[src/rtl/loader_write_queue.sv]
// rtl/loader_write_queue.sv - loader byte-write queue draining into SDRAM access slots
//
// Buffers {addr, data} byte writes from the ROM loader and issues at most one
// SDRAM write per access slot. Each write is held stable for a full slot period.
//
// Ports:
//   clk       - single clock, all state changes on rising edge
//   nreset    - synchronous active-low reset, highest priority
//   wr_req    - loader write strobe, one push per high cycle
//   wr_addr   - byte address qualified by wr_req
//   wr_data   - byte qualified by wr_req
//   slot      - SDRAM access-slot strobe (one cycle in four)
//   flush     - synchronous queue clear
//   mem_we    - write enable to the SDRAM controller
//   mem_addr  - address presented with mem_we
//   mem_data  - data presented with mem_we
//   full      - queue holds DEPTH entries
//   empty     - queue holds zero entries
//   overflow  - sticky, a push was dropped
//   count     - current occupancy
//   wr_count  - completed writes since last flush/reset
module loader_write_queue #(
   parameter int DEPTH = 4,
   parameter int AW    = 22
) (
   input  logic                       clk,
   input  logic                       nreset,
   input  logic                       wr_req,
   input  logic [AW-1:0]              wr_addr,
   input  logic [7:0]                 wr_data,
   input  logic                       slot,
   input  logic                       flush,
   output logic                       mem_we,
   output logic [AW-1:0]              mem_addr,
   output logic [7:0]                 mem_data,
   output logic                       full,
   output logic                       empty,
   output logic                       overflow,
   output logic [$clog2(DEPTH):0]     count,
   output logic [AW-1:0]              wr_count
);

   localparam int PW = $clog2(DEPTH);
   localparam int CW = PW + 1;
   localparam logic [CW-1:0] DEPTH_C = CW'(DEPTH);

   logic [AW+7:0] entries [DEPTH];
   logic [PW-1:0] rd_ptr;
   logic [PW-1:0] wr_ptr;
   logic          pop;
   logic          push;
   logic          drop;

   always_comb begin
      full  = (count == DEPTH_C);
      empty = (count == '0);
      // Flush wins over both ends of the queue for that cycle.
      pop   = slot & ~flush & ~empty;
      // A pop in the same cycle frees the head, so a full queue can still accept.
      push  = wr_req & ~flush & (~full | pop);
      drop  = wr_req & ~flush & full & ~pop;
   end

   // Storage needs no reset: pointers and count define what is valid.
   always_ff @(posedge clk) begin
      if (nreset && push) begin
         entries[wr_ptr] <= {wr_addr, wr_data};
      end
   end

   always_ff @(posedge clk) begin
      if (!nreset) begin
         rd_ptr   <= '0;
         wr_ptr   <= '0;
         count    <= '0;
         overflow <= 1'b0;
         wr_count <= '0;
         mem_we   <= 1'b0;
         mem_addr <= '0;
         mem_data <= '0;
      end else begin
         if (flush) begin
            rd_ptr   <= '0;
            wr_ptr   <= '0;
            count    <= '0;
            overflow <= 1'b0;
            wr_count <= '0;
         end else begin
            if (push) begin
               wr_ptr <= wr_ptr + PW'(1);
            end
            if (pop) begin
               rd_ptr   <= rd_ptr + PW'(1);
               wr_count <= wr_count + AW'(1);
            end
            if (push && !pop) begin
               count <= count + CW'(1);
            end else if (pop && !push) begin
               count <= count - CW'(1);
            end
            if (drop) begin
               overflow <= 1'b1;
            end
         end

         // Outputs move only on slot edges so a write spans a whole slot period.
         // A slot coinciding with flush has pop=0 and so ends the current write.
         if (slot) begin
            mem_we <= pop;
            if (pop) begin
               {mem_addr, mem_data} <= entries[rd_ptr];
            end
         end
      end
   end

endmodule
[config.mk]
export PLATFORM = sky130hd
export DESIGN_NAME = loader_write_queue
export DESIGN_NICKNAME = d
export VERILOG_FILES = /design/src/rtl/loader_write_queue.sv
export SDC_FILE = /design/constraint.sdc
export NUM_CORES = 1
export LEC_CHECK = 0
export CORE_ASPECT_RATIO = 1.25
export CORE_MARGIN = 2
export CORE_UTILIZATION = 54
export DETAILED_ROUTE_END_ITERATION = 16
export PLACE_DENSITY = 0.76
export SYNTH_ARGS = -nofsm -noshare
export SYNTH_HDL_FRONTEND = slang
export SYNTH_SLANG_ARGS = --single-unit
export TNS_END_PERCENT = 100
[constraint.sdc]
create_clock -name clk -period 4 [get_ports clk]
set_input_delay 1.2 -clock clk [delete_from_list [all_inputs] [get_ports clk]]
set_output_delay 1.2 -clock clk [all_outputs]
set_load 0.005 [all_outputs]
==> results.tsv <==
metric	value	unit
final_global_route_overflow_total	0	
run_status	completed	
rrSetupSlack	1.60	ns
fmaxAchievable	326	MHz
seq_area	0.00483	mm^2
flow.area_growth_from_synthesis	25.3	%
layout.filler_cells	877	
slew-limit-headroom	0.437	
synthesis.area	0.00696	mm^2
tritoncts	yes	
detailedRoute.firstPassIterationCount	4	
post_synth.cell_area_avg	14.9	um^2
synth.lib_cells_used.distinct	40	
hold_buffers	0	
main_area_contributors_after_synthesis	edfxtp_1, dfxtp_1, mux4_2	
die_area	0.0138	mm^2
cts.repair.resized	0	
worstSkewPairLatency	0.42	ns
fp-row-count	46	
clk_pin_slew	0.07	ns
pin_count	94	
layoutNonFillerInstCount	743	
route.final.wire_length	13500	um
placement.io_buffers	93	
synthFlopType	edfxtp_1	
tmin_final	3.07	ns
dieWidth	106	um
skew	0.00980	ns
maxSlewViolCount	0	
detail-route-antenna-nets	0	
ys_async_sr_fraction	0	
grt_first_pass_wirelength	21800	um
timing.critical_path.from_type	primary input	
worstPathArrival	3.40	ns
peakVddDrop	0.288	mV
finish.net_count	604	
clk_path_buf_depth	2	
ws_path_type	in2reg	
via_count_of_the_first_global_routing_pass	4169	
syn_nets	508	
floorplan.die.height	131	um
grt_start_max_net_pins	34	
vias_per_cell	5.55	
postSynthRegisterBits	181	
number_of_clock_buffers_inserted_by_tritoncts	17	
h-tree-depth	4	
power.static_leakage	0.00274	uW
synth_area_leader_cell	edfxtp_1	
crit_path_end_kind	register	
initial_core_util	0.550	
synth_edf_count	120	
routedWlPerCell	18.2	um
antennaDiodeCount	0	
place_hpwl	8540	um
drt_drc_violations_left	0	
timing.critical_path.fanout_max	7	
root_buffer	clkbuf_16	
multi_input_area	0.00200	mm^2
min_path_type	reg2reg	
synth_top_area_frac	0.518	
rsz0062_at_grt	false	
post_synth_inst_count	466	
floorplan.core_area	0.0127	mm^2
setup-violations-final	0	
hold_viol_final	0	
finalCritPeriodShare	0.767	
dp_cells	711	
number_of_clock_sinks	181	
post_route_cells_drive_above_1_share	0.139	
grt_usage	0.209	
tightest_slew	0.845	ns
cellPowerDensity	439	mW/mm^2
total_via_count_in_the_routed_design	4120	
yosys_warnings	0	
worst_ep_required_time	4.34	ns
timing.max_cap.violations	0	
finalHoldWorstSlack	0.464	ns
synth-seq-area-share	0.693	
grt_antenna_before_repair	0	
globalplace.congestion	0.816	
drt_iter0_markers	173	
post-layout-total-power	3820	uW
post_cts_buffers	0	
postLayoutCoreUtil	0.689	
timing.setup.tns	0	ns
## sequential cells by signal (all words and copies together) (netlist names)
signal,flops
count,3
entries,120
mem_addr,22
mem_data,8
mem_we,1
overflow,1
rd_ptr,2
wr_count,22
wr_ptr,2
## area by class of cell
| class | count | share of cell area |
|---|---|---|
| inverters | 8 | 0.00373 |
| clock inverters | 13 | 0.0169 |
| well taps | 168 | 0.0241 |
| repair buffers | 103 | 0.121 |
| flip-flops and latches | 181 | 0.554 |
| clock buffers | 19 | 0.0508 |
| multi-input cells | 251 | 0.230 |
## critical path, stage by stage
cell,delay [ns]
clkdlybuf4s50_1,0.46
nand2b_1,0.16
a21oi_1,0.11
buf_4,0.17
ha_1,0.19
inv_1,0.06
fa_1,0.37
xor2_1,0.17
or3_1,0.33
a21oi_1,0.17
## metal layers
layer	GRT usage	routed length (um)	share of wire	up-vias
met5	0	0	0	-
met4	0.0658	126	0.0093	0
li1	-	-	-	1944
met2	0.381	7210	0.53	110
met3	0.0387	573	0.042	12
met1	0.254	5590	0.41	2054
## path summary, 6_finish.rpt
kind | start | depth (start not counted) | to
worst max-delay path | flush | 10 | count[2]
worst min register to register | mem_addr[8] | 2 | mem_addr[8]
worst min-delay path | mem_addr[8] | 2 | mem_addr[8]
worst max register to register | count[0] | 10 | count[2]
## kinds of logic after synthesis
logic type / Yosys count / synth area share
DFF: 181 / 0.693
AOI/OAI and AO/OA: 65 / 0.0644
muxes: 32 / 0.100
adders and majority gates: 7 / 0.0137
buffers and inverters: 34 / 0.0203
and+or+nand+nor: 136 / 0.0944
xor gates and xnor gates: 11 / 0.0138
## metrics by stage
stage	instance area, um^2	setup slack (ns)
CTS	8720	0.932
detailed placement	8130	0.605
global placement	8130	0.652
finish	8720	0.934
floorplan	6960	0.862
global route	8720	0.768
## cell usage in the layout (no fill, tap or decap), types with 7 or more instances in the layout
| cell type | instances |
|---|---|
| edfxtp_1 | 120 |
| clkdlybuf4s50_1 | 93 |
| nand2_1 | 70 |
| dfxtp_1 | 59 |
| a21boi_0 | 31 |
| mux4_2 | 30 |
| clkbuf_16 | 17 |
| nor2_1 | 15 |
| a21oi_1 | 14 |
| or4_1 | 10 |
| nand3_1 | 10 |
| o31ai_1 | 9 |
| inv_1 | 7 |
## synthesized netlist by cell type, types with 4 or more instances
library cell	count
or4_1	10
ha_1	6
and3_1	4
a21oi_1	14
a21boi_0	31
nand2_1	70
inv_1	7
nand4_1	6
xor2_1	5
xnor2_1	6
nand3_1	10
nor2_1	16
buf_1	4
clkbuf_1	18
o31ai_1	9
dfxtp_1	61
mux4_2	30
edfxtp_1	120
## power by group
part | internal, uW | switching (uW) | total [uW]
logic | 86.2 | 76.2 | 162
registers | 2010 | 12.6 | 2030
clock network | 947 | 689 | 1640
total | 3050 | 778 | 3820
No activity file was read; power rests on OpenSTA's default activity.
